<file path="src/rtl/hazard_ctrl_pkg.sv">
// Shared constants and encodings for the ID-stage hazard controller.
package hazard_ctrl_pkg;

    localparam int unsigned RF_ADDR_WD = 5;
    localparam int unsigned RF_NUM     = 32;
    localparam int unsigned SB_CNT_WD  = 2;

    typedef enum logic [1:0] {
        FWD_RF  = 2'd0,
        FWD_EXE = 2'd1,
        FWD_MEM = 2'd2,
        FWD_WB  = 2'd3
    } fwd_sel_e;

    typedef enum logic {
        HZ_RUN   = 1'b0,
        HZ_STALL = 1'b1
    } hz_state_e;

endpackage

</file>
<file path="src/rtl/hazard_src_sel.sv">
// Bypass select and not-ready detection for a single ID source operand.
module hazard_src_sel
    import hazard_ctrl_pkg::*;
(
    input  logic [RF_ADDR_WD-1:0] src,
    input  logic                  src_use,
    input  logic [RF_ADDR_WD-1:0] exe_rd,
    input  logic                  exe_valid,
    input  logic                  exe_we,
    input  logic                  exe_dv,
    input  logic [RF_ADDR_WD-1:0] mem_rd,
    input  logic                  mem_valid,
    input  logic                  mem_we,
    input  logic                  mem_dv,
    input  logic [RF_ADDR_WD-1:0] wb_rd,
    input  logic                  wb_valid,
    input  logic                  wb_we,
    input  logic                  sb_pending,
    output logic [1:0]            fwd,
    output logic                  not_ready
);

    logic exe_hit, mem_hit, wb_hit;

    assign exe_hit = exe_valid & exe_we & (exe_rd == src);
    assign mem_hit = mem_valid & mem_we & (mem_rd == src);
    assign wb_hit  = wb_valid  & wb_we  & (wb_rd  == src);

    // Youngest producer wins; the scoreboard only catches writers no stage reports.
    always_comb begin
        fwd       = FWD_RF;
        not_ready = 1'b0;
        if (src_use && src != '0) begin
            if (exe_hit) begin
                if (exe_dv) fwd = FWD_EXE;
                else        not_ready = 1'b1;
            end else if (mem_hit) begin
                if (mem_dv) fwd = FWD_MEM;
                else        not_ready = 1'b1;
            end else if (wb_hit) begin
                fwd = FWD_WB;
            end else if (sb_pending) begin
                not_ready = 1'b1;
            end
        end
    end

endmodule

</file>
<file path="src/rtl/hazard_ctrl.sv">
// Pipeline interlock: in-flight write scoreboard, operand bypass select, stall FSM.
// Optional perf counters enabled by HAZARD_PERF_CNT_EN.
module hazard_ctrl
    import hazard_ctrl_pkg::*;
(
    input  logic                  clk,
    input  logic                  resetn,
    input  logic                  id_valid,
    input  logic [RF_ADDR_WD-1:0] id_rj,
    input  logic [RF_ADDR_WD-1:0] id_rk,
    input  logic                  id_rj_use,
    input  logic                  id_rk_use,
    input  logic [RF_ADDR_WD-1:0] id_rd,
    input  logic                  id_rf_we,
    input  logic                  id_to_exe_go,
    input  logic [RF_ADDR_WD-1:0] exe_rd,
    input  logic [RF_ADDR_WD-1:0] mem_rd,
    input  logic [RF_ADDR_WD-1:0] wb_rd,
    input  logic                  exe_valid,
    input  logic                  mem_valid,
    input  logic                  wb_valid,
    input  logic                  exe_we,
    input  logic                  mem_we,
    input  logic                  wb_we,
    input  logic                  exe_dv,
    input  logic                  mem_dv,
    input  logic                  flush_all,
    output logic [1:0]            rj_fwd,
    output logic [1:0]            rk_fwd,
    output logic                  id_stall,
`ifdef HAZARD_PERF_CNT_EN
    output logic [31:0]           stall_cycles,
    output logic [31:0]           stall_events,
    output logic                  sb_busy
`else
    output logic                  sb_busy
`endif
);

    logic [SB_CNT_WD-1:0] sb [RF_NUM];
    logic [RF_NUM-1:0]    inc_vec, dec_vec;
    logic                 issue, retire;
    logic [1:0]           rj_sel, rk_sel;
    logic                 rj_nr, rk_nr;
    hz_state_e            state;

    assign issue  = id_valid & id_to_exe_go & id_rf_we & (id_rd != '0) & ~flush_all;
    assign retire = wb_valid & wb_we & (wb_rd != '0);

    always_comb begin
        inc_vec = '0;
        dec_vec = '0;
        if (issue)  inc_vec[id_rd] = 1'b1;
        if (retire) dec_vec[wb_rd] = 1'b1;
    end

    // Entry 0 is never incremented because both events exclude r0.
    always_ff @(posedge clk or negedge resetn) begin
        if (!resetn) begin
            for (int unsigned i = 0; i < RF_NUM; i++) sb[i] <= '0;
        end else if (flush_all) begin
            for (int unsigned i = 0; i < RF_NUM; i++) sb[i] <= '0;
        end else begin
            for (int unsigned i = 0; i < RF_NUM; i++) begin
                unique case ({inc_vec[i], dec_vec[i]})
                    2'b10:   if (sb[i] != '1) sb[i] <= sb[i] + 1'b1;
                    2'b01:   if (sb[i] != '0) sb[i] <= sb[i] - 1'b1;
                    default: ;
                endcase
            end
        end
    end

    always_comb begin
        sb_busy = 1'b0;
        for (int unsigned i = 0; i < RF_NUM; i++) sb_busy = sb_busy | (sb[i] != '0);
    end

    hazard_src_sel u_rj_sel (
        .src(id_rj), .src_use(id_rj_use),
        .exe_rd(exe_rd), .exe_valid(exe_valid), .exe_we(exe_we), .exe_dv(exe_dv),
        .mem_rd(mem_rd), .mem_valid(mem_valid), .mem_we(mem_we), .mem_dv(mem_dv),
        .wb_rd(wb_rd), .wb_valid(wb_valid), .wb_we(wb_we),
        .sb_pending(sb[id_rj] != '0),
        .fwd(rj_sel), .not_ready(rj_nr)
    );

    hazard_src_sel u_rk_sel (
        .src(id_rk), .src_use(id_rk_use),
        .exe_rd(exe_rd), .exe_valid(exe_valid), .exe_we(exe_we), .exe_dv(exe_dv),
        .mem_rd(mem_rd), .mem_valid(mem_valid), .mem_we(mem_we), .mem_dv(mem_dv),
        .wb_rd(wb_rd), .wb_valid(wb_valid), .wb_we(wb_we),
        .sb_pending(sb[id_rk] != '0),
        .fwd(rk_sel), .not_ready(rk_nr)
    );

    assign rj_fwd   = resetn ? rj_sel : FWD_RF;
    assign rk_fwd   = resetn ? rk_sel : FWD_RF;
    assign id_stall = resetn & id_valid & (rj_nr | rk_nr);

    always_ff @(posedge clk or negedge resetn) begin
        if (!resetn) begin
            state <= HZ_RUN;
`ifdef HAZARD_PERF_CNT_EN
            stall_cycles <= '0;
            stall_events <= '0;
`endif
        end else begin
            unique case (state)
                HZ_RUN:   if (id_stall) state <= HZ_STALL;
                HZ_STALL: if (!id_stall || flush_all) state <= HZ_RUN;
                default:  state <= HZ_RUN;
            endcase
`ifdef HAZARD_PERF_CNT_EN
            if (id_stall) stall_cycles <= stall_cycles + 32'd1;
            if (id_stall && state == HZ_RUN) stall_events <= stall_events + 32'd1;
`endif
        end
    end

    SB_OVF: assert property (@(posedge clk) disable iff (!resetn)
        !(issue && !(retire && wb_rd == id_rd) && sb[id_rd] == '1));

    SB_UNF: assert property (@(posedge clk) disable iff (!resetn)
        !(retire && !flush_all && !(issue && wb_rd == id_rd) && sb[wb_rd] == '0));

    HZ_TRACK: assert property (@(posedge clk) disable iff (!resetn)
        (id_stall && !(state == HZ_STALL && flush_all)) |=> state == HZ_STALL);

endmodule

</file>
<file path="config.mk">
export PLATFORM = sky130hd
export DESIGN_NAME = hazard_ctrl
export DESIGN_NICKNAME = d
export VERILOG_FILES = /design/src/rtl/hazard_ctrl_pkg.sv /design/src/rtl/hazard_src_sel.sv /design/src/rtl/hazard_ctrl.sv
export SDC_FILE = /design/constraint.sdc
export NUM_CORES = 1
export LEC_CHECK = 0
export BUFFER_PORTS_ARGS = -buffer_cell sky130_fd_sc_hd__buf_2
export CAP_MARGIN = 25
export CORE_MARGIN = 5
export CORE_UTILIZATION = 55
export CTS_CLUSTER_DIAMETER = 30
export CTS_CLUSTER_SIZE = 14
export DETAILED_ROUTE_END_ITERATION = 10
export PLACE_DENSITY = 0.85
export RECOVER_POWER = 25
export SYNTH_ARGS = -nofsm -noshare
export SYNTH_HDL_FRONTEND = slang
export SYNTH_SLANG_ARGS = --single-unit
</file>
<file path="constraint.sdc">
create_clock -name clk -period 2.1 [get_ports clk]
set_clock_uncertainty 0.05 [all_clocks]
set_input_delay 0.315 -clock clk [delete_from_list [all_inputs] [get_ports clk]]
set_output_delay 0.315 -clock clk [all_outputs]
set_load 0.01 [all_outputs]
</file>
## Word level (Yosys, flattened, before mapping)

Index checks and enable logic that the tools add are counted.

| storage, ports and cells | value |
|---|---|
| word-level logic and storage cells | 558 |
| input bits | 46 |
| output and inout bits | 6 |
| register bits | 64 |

| operators by class | value |
|---|---|
| multiplexer cells | 133 |
| equal/unequal tests | 166 |
| reductions and logical operators | 106 |
| bitwise gates (word level) | 51 |
| add/subtract/negate cells | 64 |
| $lt $le $gt $ge | 6 |

Operator list:

| kind | number |
|---|---|
| != test 3 bit (second input constant) | 64 |
| 2-to-1 mux 2 bit | 79 |
| case mux 2 bit (2 select lines) | 32 |
| AND reduction 3 bit | 32 |
| nonzero test 3 bit | 32 |
| nonzero test 2 bit | 34 |
| adder 2 x 1 -> 2 bit (second input constant) | 32 |
| equality test 2 x 1 -> 1 bit (second input constant) | 32 |
| equality test 2 bit (second input constant) | 32 |
| 2-to-1 mux 32 bit | 2 |
| 2-to-1 mux 64 bit | 1 |
| != test 2 bit (second input constant) | 32 |
| subtractor 2 x 1 -> 2 bit (second input constant) | 32 |
| OR 1 bit | 32 |
| equality test 5 bit | 6 |
| binary-select mux 2 bit (select 5 bit) | 2 |
| nonzero test 5 bit | 4 |
| bitwise AND 1 bit | 16 |
| 2-to-1 mux 1 bit | 15 |
| greater-or-equal comparator 6 bit (second input constant) | 2 |
| less-than comparator 5 x 6 -> 1 bit (second input constant) | 2 |
| inverter 5 -> 6 bit | 2 |
| demux 1 bit (select 5 bit) | 2 |
| greater-or-equal comparator 5 x 1 -> 1 bit (second input constant) | 2 |
| other kinds (2) | 5 |

## Longest topological paths before layout

Gate-level depths: netlist (run 1).

| depth | value |
|---|---|
| depth in word-level cells | 32 |
| gate-level depth with buffers | 9 |
| mapped depth without buffers | 7 |

## Cells and area by module

Synthesis (run 1) repeated with hierarchy kept, for this count alone.

| unflattened totals | value |
|---|---|
| cells, all modules | 662 |
| area, all modules | 5255.0 um2 |

Modules (own cells, without submodules):

| module | cells each | area each (um2) | seq. area each (um2) | times used |
|---|---|---|---|---|
| hazard_ctrl | 594 | 4764.6 | 1601.5 | 1 |
| hazard_src_sel | 34 | 245.2 | 0.0 | 2 |

## Least setup slack after synthesis (run 1)

No wires, ideal clock.

| path | value |
|---|---|
| path kind | input to output |
| start point | input port id_rk[2] |
| end point | output port id_stall |
| arrival | 1874 ps |
| path buffers | 1 |
| required time | 1735 ps |
| path slack | -139 ps |
| stages | 8 |
| cell sequence | buf_4 xnor2_1 nand4_1 nor3_2 mux2_2 mux2_2 nor3_1 a32o_1 |

| between the ends | value |
|---|---|
| longest elaborated chain between the ends | 12 |

RTL lines:

| element | line | text |
|---|---|---|
| start, declared | hazard_ctrl.sv:10 | `input logic [RF_ADDR_WD-1:0] id_rk,` |
| inverter 5 -> 6 bit (implied by the code) | hazard_ctrl.sv:93 | `.sb_pending(sb[id_rk] != '0),` |
| binary-select mux 2 bit (select 5 bit) | hazard_ctrl.sv:93 |  |
| 2-to-1 mux 2 bit (implied by the code) (2 in series) | hazard_ctrl.sv:93 |  |
| nonzero test 2 bit | hazard_ctrl.sv:93 |  |
| 2-to-1 mux 1 bit | hazard_src_sel.sv:42 | `end else if (sb_pending) begin` |
| 2-to-1 mux 1 bit | hazard_src_sel.sv:40 | `end else if (wb_hit) begin` |
| 2-to-1 mux 1 bit | hazard_src_sel.sv:37 | `end else if (mem_hit) begin` |
| 2-to-1 mux 1 bit | hazard_src_sel.sv:34 | `if (exe_hit) begin` |
| 2-to-1 mux 1 bit * | hazard_src_sel.sv:33 | `if (src_use && src != '0) begin` |
| OR 1 bit * | hazard_ctrl.sv:99 | `assign id_stall = resetn & id_valid & (rj_nr \| rk_nr);` |
| bitwise AND 1 bit * | hazard_ctrl.sv:99 |  |
| end, declared | hazard_ctrl.sv:30 | `output logic id_stall,` |

Mark *: on every way between the ends. The rest lies on a longest branch, timed or not. The select of a mux whose other input is x is not followed.

## Worst setup path in the final report (run 1)

| path | value |
|---|---|
| start point | register sb[39] (netlist bit) |
| end point | output port id_stall |

| between the ends | value |
|---|---|
| longest elaborated chain between the ends | 11 |

RTL lines:

| element | line | text |
|---|---|---|
| start, declared | hazard_ctrl.sv:40 | `logic [SB_CNT_WD-1:0] sb [RF_NUM];` |
| binary-select mux 2 bit (select 5 bit) (on tied branches) | hazard_ctrl.sv:84, hazard_ctrl.sv:93 |  |
| 2-to-1 mux 2 bit (on tied branches) (2 in series) | hazard_ctrl.sv:84, hazard_ctrl.sv:93 |  |
| nonzero test 2 bit (on tied branches) | hazard_ctrl.sv:84, hazard_ctrl.sv:93 |  |
| 2-to-1 mux 1 bit | hazard_src_sel.sv:42 |  |
| 2-to-1 mux 1 bit | hazard_src_sel.sv:40 |  |
| 2-to-1 mux 1 bit | hazard_src_sel.sv:37 |  |
| 2-to-1 mux 1 bit | hazard_src_sel.sv:34 |  |
| 2-to-1 mux 1 bit | hazard_src_sel.sv:33 |  |
| OR 1 bit * | hazard_ctrl.sv:99 |  |
| bitwise AND 1 bit * | hazard_ctrl.sv:99 |  |

Marks and branches as above.

==> results of run 1 <==
==> layer usage <==
| layer | track usage | up-vias | wire [µm] |
|---|---|---|---|
| met5 | 0 | - | 0 |
| met4 | 0.135 | 0 | 841 |
| met3 | 0.0645 | 96 | 1690 |
| met2 | 0.516 | 431 | 8980 |
| met1 | 0.362 | 2965 | 7000 |
| li1 | - | 2847 | - |
==> worst reg2reg max path, delay by kind of cell, from the launching register on <==
kind / cells / cell delay, ns
AO/OA/AOI/OAI: 1 / 0.18
buffers and inverters: 1 / 0.16
flip-flops: 1 / 0.42
AND/OR/NAND/NOR: 2 / 0.36
==> cells in the mapped netlist (all sizes together), types with 6 or more instances <==
library cell,count,share of area
nor2,98,0.070
inv,11,0.0077
o211ai,8,0.011
a211oi,17,0.024
and2,25,0.029
mux4,9,0.038
nand2,67,0.047
nand4,14,0.016
buf,27,0.031
nor3b,12,0.021
mux2i,6,0.011
and3,10,0.012
a21o,13,0.018
nor2b,7,0.0095
xnor2,24,0.039
o21ai,48,0.045
nand3,11,0.010
a21oi,109,0.10
nand2b,7,0.0081
dfrtp,64,0.30
xor2,7,0.011
nor3,29,0.032
nand3b,8,0.011
clkbuf,14,0.0097
nor4,11,0.014
==> cells in the final DEF (no fill, tap or decap), types with 5 or more instances in the layout <==
cell type	n
sky130_fd_sc_hd__clkbuf_8	10
sky130_fd_sc_hd__o21ai_0	46
sky130_fd_sc_hd__xnor2_1	19
sky130_fd_sc_hd__nand2_1	67
sky130_fd_sc_hd__xor2_1	7
sky130_fd_sc_hd__nor2_2	17
sky130_fd_sc_hd__nand4_1	14
sky130_fd_sc_hd__a211oi_1	15
sky130_fd_sc_hd__mux2i_1	6
sky130_fd_sc_hd__nor3_2	10
sky130_fd_sc_hd__dfrtp_1	62
sky130_fd_sc_hd__nor3_1	18
sky130_fd_sc_hd__and3b_1	5
sky130_fd_sc_hd__buf_6	10
sky130_fd_sc_hd__mux4_2	9
sky130_fd_sc_hd__buf_2	43
sky130_fd_sc_hd__buf_4	117
sky130_fd_sc_hd__o211ai_1	8
sky130_fd_sc_hd__nor2_1	77
sky130_fd_sc_hd__o21bai_1	5
sky130_fd_sc_hd__a21o_1	13
sky130_fd_sc_hd__inv_1	11
sky130_fd_sc_hd__xnor2_2	5
sky130_fd_sc_hd__nand3b_1	8
sky130_fd_sc_hd__nor2b_1	6
sky130_fd_sc_hd__buf_12	5
sky130_fd_sc_hd__and2_1	25
sky130_fd_sc_hd__nand3_1	11
sky130_fd_sc_hd__and3_1	10
sky130_fd_sc_hd__clkbuf_1	6
sky130_fd_sc_hd__nand2b_1	7
sky130_fd_sc_hd__nor4_1	7
sky130_fd_sc_hd__a21oi_1	108
sky130_fd_sc_hd__nor3b_1	8
==> power by group through the flow <==
stage / logic [mW] / clock network [mW] / registers [mW]
after floorplan: 0.244 / 0 / 1.26
after global placement: 0.431 / 0 / 1.26
after detailed placement: 0.444 / 0 / 1.26
after CTS: 0.451 / 1.21 / 1.23
after global routing: 0.540 / 1.26 / 1.23
final: 0.508 / 1.20 / 1.23
==> final timing paths <==
path	endpoint	slack [ns]	depth (start not counted)
max	id_stall	-0.52	10
max in group asynchronous	sb[7]	0.59	3
min in group asynchronous	sb[11]	0.84	3
max reg2reg	sb[55]	0.78	4
min	sb[37]	0.38	4
min reg2reg	sb[1]	0.50	2
==> stage by stage <==
| stage | area [µm²] | instances |
|---|---|---|
| after floorplan | 5400 | 705 |
| after global placement | 6590 | 973 |
| final | 7140 | 997 |
| after detailed placement | 6590 | 973 |
| after global routing | 7140 | 997 |
| after CTS | 6900 | 991 |
==> kinds of logic (layout without fill, tap and decap cells) <==
logic type / count (synthesis) / count (layout)
AND/OR/NAND/NOR: 320 / 320
multiplexers: 20 / 20
AO/OA/AOI/OAI: 218 / 218
flip-flops: 64 / 64
XOR/XNOR: 31 / 31
buffers and inverters: 52 / 211
==> layout make-up <==
type	count	area, µm²	share of cell area
clock inverters	3	65.1	0.00912
repair buffers	184	1390	0.194
well taps	133	166	0.0233
multi-input cells	589	3720	0.522
inverters	11	41.3	0.00579
clock buffers	13	149	0.0209
flip-flops and latches	64	1600	0.225
==> repair_timing <==
action / 4_1_cts / 5_1_grt
cloned: 0 / 1
buffers inserted: 1 / 5
pin swaps: 4 / 17
hold endpoints to repair: 14 / 0
gates resized for setup: 23 / 44
setup endpoints to repair: 3 / 6
hold buffers: 1 / 0
==> results.md, run 1 <==
- The flow ran to the end, but the final reports show violations.
- The final reports fail on setup timing.
- The largest single stage delay on the critical path is 0.35 ns.
- Based on the critical path, the design can be clocked at up to 382 MHz.
- The ratio of routed vias to standard cells is 6.36.
- The design draws 2.94 mW.
- At the end of the flow, the number of nets in the layout was 905.
- Measured against its own limit, the worst slew margin works out to 0.318.
- Ranked by flip-flop count, first place goes to sb.
- Setup repair after global routing could not meet its margin everywhere.
- The worst endpoint required time is 1.74 ns.
- The total routing resource utilization after global routing is 0.301.
- The kind of critical path is reg -> out.
- The largest fanout on the critical path is 3.
- The pre-CTS worst setup slack is -0.223 ns.
- Of the total power, the clock network draws 0.408.
- The async set or reset register ratio after synthesis is 1.00.
- By instance count, the cell type seen most on the critical path is sky130_fd_sc_hd__buf_4.
- The maximum count of clock buffers along a single path is 2.
- The wire-length estimate of the detail-placed layout is 13400 µm.
- The total negative slack is -0.645 ns.
- STA puts the critical path data arrival time at 2.25 ns.
- In this run the power spent charging and discharging nets is 0.791 mW.
- The share of total power dissipated in sequential elements is 0.420.
- The initial core utilization is 0.557.
- For this run the aggregate overflow at the end of global routing stands at 0.
- The critical path launch point is sb[39].
- The main combinational cell family by area after synthesis is simple AND/OR/NAND/NOR gates.
- The multiplexer share of the synthesized area is 0.0592.
- The first global-routing pass estimated 28400 µm of wire.
- The fraction of the mapped netlist area in compound gates is 0.232.
- The number of nets in the synthesized netlist is 751.
- Setup violations remaining at the end of the flow were counted as 4.
- The internal power of the cells totals 2.15 mW.
- Of the total synthesized cell area, the portion taken by XOR and XNOR cells is 0.0504.
- The congestion estimate from routability-driven global placement came to 0.977.
- The number of clock buffers inserted by TritonCTS is 9.
- Max-cap violations in this run came to 0.
- The number of fillers in the final layout is 678.
- Of the synthesized area, sequential elements account for 0.297.
- Measured on the finished design, the core utilization comes to 0.737.
- The floorplan step defined a die boundary enclosing 11900 µm².
- The register with the most flip-flops in the layout has 64 of them.
- The peak ir drop on the vdd network is 0.348 mV.
- The initial antenna violation count is 0.
- The via count of the first global-routing pass is 6122.
- The die is 109 µm tall.
- The DRC violation count after routing is 0.
- The clock tree root driver cell is sky130_fd_sc_hd__clkbuf_8.
- The startpoint of the worst register-to-register path is sb[54].
- The number of slew-limit violations in the final report was 0.
- The mean routed wirelength per cell is 18.6 µm.
- The count of inserted antenna diode cells is 0.
- The combinational cell fraction of total power is 0.173.
- Compared with the post-synthesis result, the final layout area differs by 32.4%.
- In the post-route analysis, the smallest setup slack over all paths is -0.517 ns.
- The first TritonRoute pass finished after 5 iterations.
- Counting I/O delays and the setup requirement, the final critical path takes 2.62 ns.
- After clock tree synthesis, the clock-pin slew on the worst setup and hold paths is 0.07 ns.
- The synthesized flop and latch total is 64.
- The site row count is 36.
- The clock insertion delay at the later pin of the skew report is 0.36 ns.
- The TritonCTS clock tree is built.
- Summing over every cut layer, the via total after detailed routing is 6339.
- In this run the horizontal extent of the chip is 109 µm.
- The sum of buffers and inverters on the critical path is 3.
- After floorplanning, the core was sized to cover 9680 µm².
- The slowest cell on the critical path is sky130_fd_sc_hd__dfrtp_1.
- The path class of the tightest hold or removal check is in -> reg.
- After synthesis, the mean cell area works out to 7.65 µm².
- Of the total synthesized cell area, the portion taken by full adders, half adders and majority gates is 0.
- The unique cell type count in the Yosys netlist is 59.
- The largest delay contributor family on the critical path is compound AO/OA/AOI/OAI gates.
- Walking the worst path, the cells encountered are nor2_1 > buf_4 > buf_4 > a211oi_1 > a21oi_1 > o211ai_1 > o41ai_1 > o21ai_1 > a32o_2 > buf_6.
- After technology mapping, the gate count stands at 705.
- The worst hold path begins at id_rd[1].
- In the finished design, the share of the clock period the worst path needs comes to 1.25.
- At the pin with the least slew margin, the transition time is 1.02 ns.
- The count of routing violations after the opening detailed-route iteration is 691.
- Once detail routing completed, the nets flagged for antenna violations numbered 0.
- Of the total synthesized cell area, the portion taken by AND, OR, NAND and NOR gates is 0.312.
- Of the total power, the share spent switching nets is 0.269.
- The share of final-layout standard cells stronger than drive strength 1 is 0.309.
- In this run, synthesis inferred 0 flip-flops with an integrated enable.
- The H-tree level count is 3.
- For this design, the sink count on the clock tree is 64.
- Dividing total power by cell area gives a power density of 412 nW/µm².
- In the final layout, the registers with the most flip-flops are sb x64.
- The synthesized area is 5390 µm².
- In this run the tool buffered the top-level ports with 51 buffer cells.
- Pin placement for this block handled 52 I/O pins.
- The number of synthesis warnings is 0.
- The nature of the critical path startpoint is a flip-flop.
- The count of endpoints failing hold in the final timing report is 0.
- The tightest hold margin is 0.379 ns.
- Entering global routing, the biggest net connects 51 pins.
- The primary flip-flop cell chosen by synthesis mapping is sky130_fd_sc_hd__dfrtp_1.
- For this design the static power due to leakage is 3.20 nW.
- The wire length after detailed routing is 18500 µm.
- The capturing element type of the critical path is a primary output.
Power figures use the tool's default switching activity.
==> inputs of run 2 (changes only) <==
--- a/config.mk
+++ b/config.mk
@@ -5,6 +5,7 @@
 export SDC_FILE = /design/constraint.sdc
 export NUM_CORES = 1
 export LEC_CHECK = 0
+export ABC_AREA = 1
 export BUFFER_PORTS_ARGS = -buffer_cell sky130_fd_sc_hd__buf_2
 export CAP_MARGIN = 25
 export CORE_MARGIN = 5
==> run 2 against run 1 <==
Against the previous run:
- the flow finishes with violations (capacitance limit, slew limit, setup timing)
- area after synthesis rose by 5.7%
- wire length rose by 2.5%
- synthesized cell count rose by 34%
- critical path depth rose by 5
- register-to-register slack got worse by 0.23 ns
- maximum frequency rose by 13%
- clock power fell by 12%
- combinational power rose to 2.9 times the previous value
- die area rose by 5.2%
- cell area fell by 1.4%
- total power rose by 37%
- critical path type unchanged
- critical endpoint unchanged
==> results.md, run 2 <==
- Counting instances in the post-synthesis netlist gives the leading cell types as sky130_fd_sc_hd__nor2_1, sky130_fd_sc_hd__nand2_1, sky130_fd_sc_hd__inv_1.
- The number of slew-limit violations in the final report was 65 (+65).
- The cell with the most instances after synthesis is sky130_fd_sc_hd__nor2_1.
- The clock net sink count is 64 (unchanged).
- The synthesized area is 5700 µm² (+5.7%).
- The area of the core was 10200 µm² (+5.6%).
- The HPWL after detailed placement was 13400 µm (-0.12%).
- Setup repair after global routing could not meet its margin everywhere.
- The share of final-layout standard cells stronger than drive strength 1 is 0.209 (-0.101).
- The tightest hold margin is 0.452 ns (+0.0734 ns).
- The nature of the critical path startpoint is a flip-flop.
- The pre-CTS worst setup slack is -0.00290 ns (+0.220 ns).
- The initial antenna violation count is 0 (unchanged).
- sky130_fd_sc_hd__dfrtp_1 takes more of the synthesized area than any other cell.
- The fraction of the core area covered by cells at the end of the flow is 0.688 (-0.0492).
- The most common library cell in the layout ignoring fill and taps is sky130_fd_sc_hd__nor2_1.
- In the synthesized netlist the dominant register cell turns out to be sky130_fd_sc_hd__dfrtp_1.
- The top-level I/O count is 52 (unchanged).
- By area the synthesized netlist is led by sky130_fd_sc_hd__dfrtp_1, sky130_fd_sc_hd__nor2_1, sky130_fd_sc_hd__nand2_1, sky130_fd_sc_hd__inv_1, sky130_fd_sc_hd__nand3_1.
- The count of routing violations after the opening detailed-route iteration is 738 (+6.8%).
- The critical path goes through nor2_2 > nor2_1 > nor2_1 > nand2_1 > nand2_1 > nand3_1 > nand2_1 > nand2_1 > nand2_2 > nand2_1 > nand2_1 > nand2_1 > nand2_1 > a21oi_1 > buf_2.
- The post-route cell area is 7040 µm² (-1.4%).
- The worst endpoint required time is 1.74 ns (about the same).
- The number of clock buffers inserted by TritonCTS is 9 (unchanged).
- The initial core utilization is 0.557 (about the same).
- The synthesized flop and latch total was 64 (unchanged).
- The number of nets at the end of the flow came to 1120 (+24%).
- The portion of the clock cycle consumed by the worst path in the final layout is 1.10 (-0.146).
- The count of vias placed by the detailed router is 6997 (+10%).
- The number of synthesis warnings is 0 (unchanged).
- The leakage power figure came to 3.33 nW (+3.9%).
- The most critical setup path has its startpoint at sb[23].
- The synthesized area per cell is 6.02 µm² (-21%).
- The ratio of total power to cell area came to 572 nW/µm² (+39%).
- The H-tree level count is 3 (unchanged).
- The placed instance count is 1165 (+20%).
- The async set or reset register ratio after synthesis is 1.00 (unchanged).
- The site row count is 37 (+2.8%).
- The remaining number of nets flagged by the antenna check after routing is 0 (unchanged).
- The startpoint of the worst register-to-register path is sb[8].
- On the critical path, the stage with the largest delay is an instance of sky130_fd_sc_hd__dfrtp_1.
- The aggregate global routing overflow is 0 (unchanged).
- The worst setup path is of the reg -> out kind.
- The data arrival time of the critical path is 1.94 ns (-0.31 ns).
- The maximum count of clock buffers along a single path is 2 (unchanged).
- The number of maximum-capacitance violations is 1 (+1).
- The share of the synthesized area in the top cell type is 0.281 (-0.0161).
- The number of flops mapped to enable cells by yosys is 0 (unchanged).
- The floorplan die width was 112 µm (+2.6%).
- The peak ir drop on the vdd network is 0.443 mV (+27%).
- The largest fanout on the critical path is 4 (+1).
- The tightest min-delay check is of the in -> reg type.
- The wire length after detailed routing was 19000 µm (+2.5%).
- Clock tree synthesis selected as its root buffer the cell sky130_fd_sc_hd__clkbuf_8.
- The synthesized instance count is 947 (+34%).
- The area of the die came to 12500 µm² (+5.2%).
- The routability congestion estimate from global placement is 0.983 (+0.64%).
- The stage delay of the slowest cell on the critical path is 0.41 ns (+0.06 ns).
- In the final layout, the registers with the most flip-flops are sb x64.
- The count of hold buffers inserted by post-cts repair was 0 (-1).
- The synthesized netlist net count came to 993 (+32%).
- The area added between synthesis and finish is 23.4%.
- The count of input and output buffers came to 51 (unchanged).
- The portion of the post-synthesis area used by sequential elements is 0.281 (-0.0161).
- The fmax is 433 MHz (+13%).
- The minimum period implied by the final worst setup slack is 2.31 ns (-0.307 ns).
- The count of inserted antenna diode cells is 0 (unchanged).
- The total routing resource utilization after global routing is 0.301 (-0.000343).
- Among cell families on the critical path, the largest total delay comes from simple AND/OR/NAND/NOR gates.
- The register clock-pin slew on the reported worst setup and hold paths is 0.08 ns (about the same).
- The unique cell type count in the Yosys netlist came to 48 (-19%).
- In the layout the commonest cells are sky130_fd_sc_hd__nor2_1, sky130_fd_sc_hd__nand2_1, sky130_fd_sc_hd__inv_1, sky130_fd_sc_hd__buf_4, sky130_fd_sc_hd__nand3_1.
- The total setup violations reported at the end of the flow is 2 (-2).
- The capturing element type of the critical path is a primary output.
- The mean routed wirelength per cell was 15.6 µm (-16%).
- The origin of the worst min-delay path is id_rd[4].
- The final reports fail on capacitance limit, slew limit, setup timing.
- The ratio of routed vias to standard cells is 5.76 (-9.4%).
- The DRC violation count after routing is 0 (unchanged).
- The number of flip-flops under the largest register name is 64 (unchanged).
- The number of non-filler instances in the completed layout is 1215 (+22%).
- The vertical die dimension was 112 µm (+2.6%).
- The transition at the pin with the smallest max-transition slack is 1.72 ns (+0.701 ns).
- The worst-case setup margin in the final layout is -0.210 ns (+0.307 ns).
- The cell that appears most often on the critical path is sky130_fd_sc_hd__nand2_1.
- The count of endpoints failing hold in the final timing report is 0 (unchanged).
- The TritonCTS clock tree is built.
- The sum of buffers and inverters on the critical path came to 1 (-2).
- The relative max-transition margin is -0.149 (-0.467).
- The flow ran to the end, but the final reports show violations.
- The count of TritonRoute iterations in the first routing pass is 6 (+1).
- The first-pass GRT wire length was 30800 µm (+8.6%).
- The pin count of the biggest net entering global routing is 65 (+27%).
- Counting flops per register, the top entry is sb.
- The via count of the first global-routing pass came to 6597 (+7.8%).
- The clock insertion delay at the later pin of the skew report came to 0.37 ns (about the same).
- The placed instance area came to 6410 µm² (-2.8%).
==> run 2: repair_timing <==
item / CTS / global route
gates resized for setup: 42 / 13
endpoints found under the setup margin: 2 / 4
setup buffers: 34 / 1
pin swaps: 17 / 7
==> run 2: stage by stage <==
stage | setup TNS, ns | total power, mW
finish | -0.353 | 4.02
global route | -0.758 | 4.26
CTS | -0.261 | 3.97
detailed placement | -0.00290 | 2.72
global placement | 0 | 2.70
floorplan | 0 | 2.24
==> run 2: cells by family after synthesis <==
family                    after synthesis  share of synthesized area
AOI/OAI and AO/OA                     193                      0.200
xor gates and xnor gates               15                     0.0230
buffers and inverters                 160                      0.109
DFF                                    64                      0.281
muxes                                   1                    0.00198
and+or+nand+nor                       514                      0.384
==> run 2: path summary, 6_finish.rpt <==
path,to,slack [ns],cells past startpoint
max,id_stall,-0.21,15
min,sb[33],0.45,6
max reg2reg,sb[9],0.55,8
min reg2reg,sb[19],0.47,2
max in group asynchronous,sb[40],0.23,2
min in group asynchronous,sb[0],0.59,2
==> run 2: area by class of cell <==
type	instances	area (µm²)
multi-input combinational	723	3630
fill	890	3200
sequential	64	1600
timing repair buffer	134	905
inverter	142	536
tap	136	170
clock buffer	12	165
clock inverter	4	27.5
==> run 2: layer usage <==
metal / track usage / share of wire / wire (µm) / vias up
met5: 0 / 0 / 0 / -
met4: 0.135 / 0.047 / 885 / 0
met3: 0.0978 / 0.11 / 2040 / 80
met2: 0.492 / 0.46 / 8740 / 383
met1: 0.361 / 0.39 / 7320 / 3193
li1: - / - / - / 3341
==> run 2: worst register-to-register path: stages (launching register included) <==
cell                      delay (ns)
sky130_fd_sc_hd__dfrtp_1        0.41
sky130_fd_sc_hd__buf_4          0.15
sky130_fd_sc_hd__nand2_1        0.05
sky130_fd_sc_hd__inv_1          0.05
sky130_fd_sc_hd__nor4_1         0.28
sky130_fd_sc_hd__nor2_1         0.08
sky130_fd_sc_hd__o21ai_2        0.13
sky130_fd_sc_hd__o21ai_0        0.11
sky130_fd_sc_hd__o21a_1         0.14
==> run 2: where the power goes <==
group	switching (mW)	internal (mW)	leakage (nW)	total [mW]
clock network	0.526	0.525	0.102	1.05
logic	0.873	0.596	2.42	1.47
registers	0.131	1.37	0.802	1.50
total	1.53	2.49	3.33	4.02
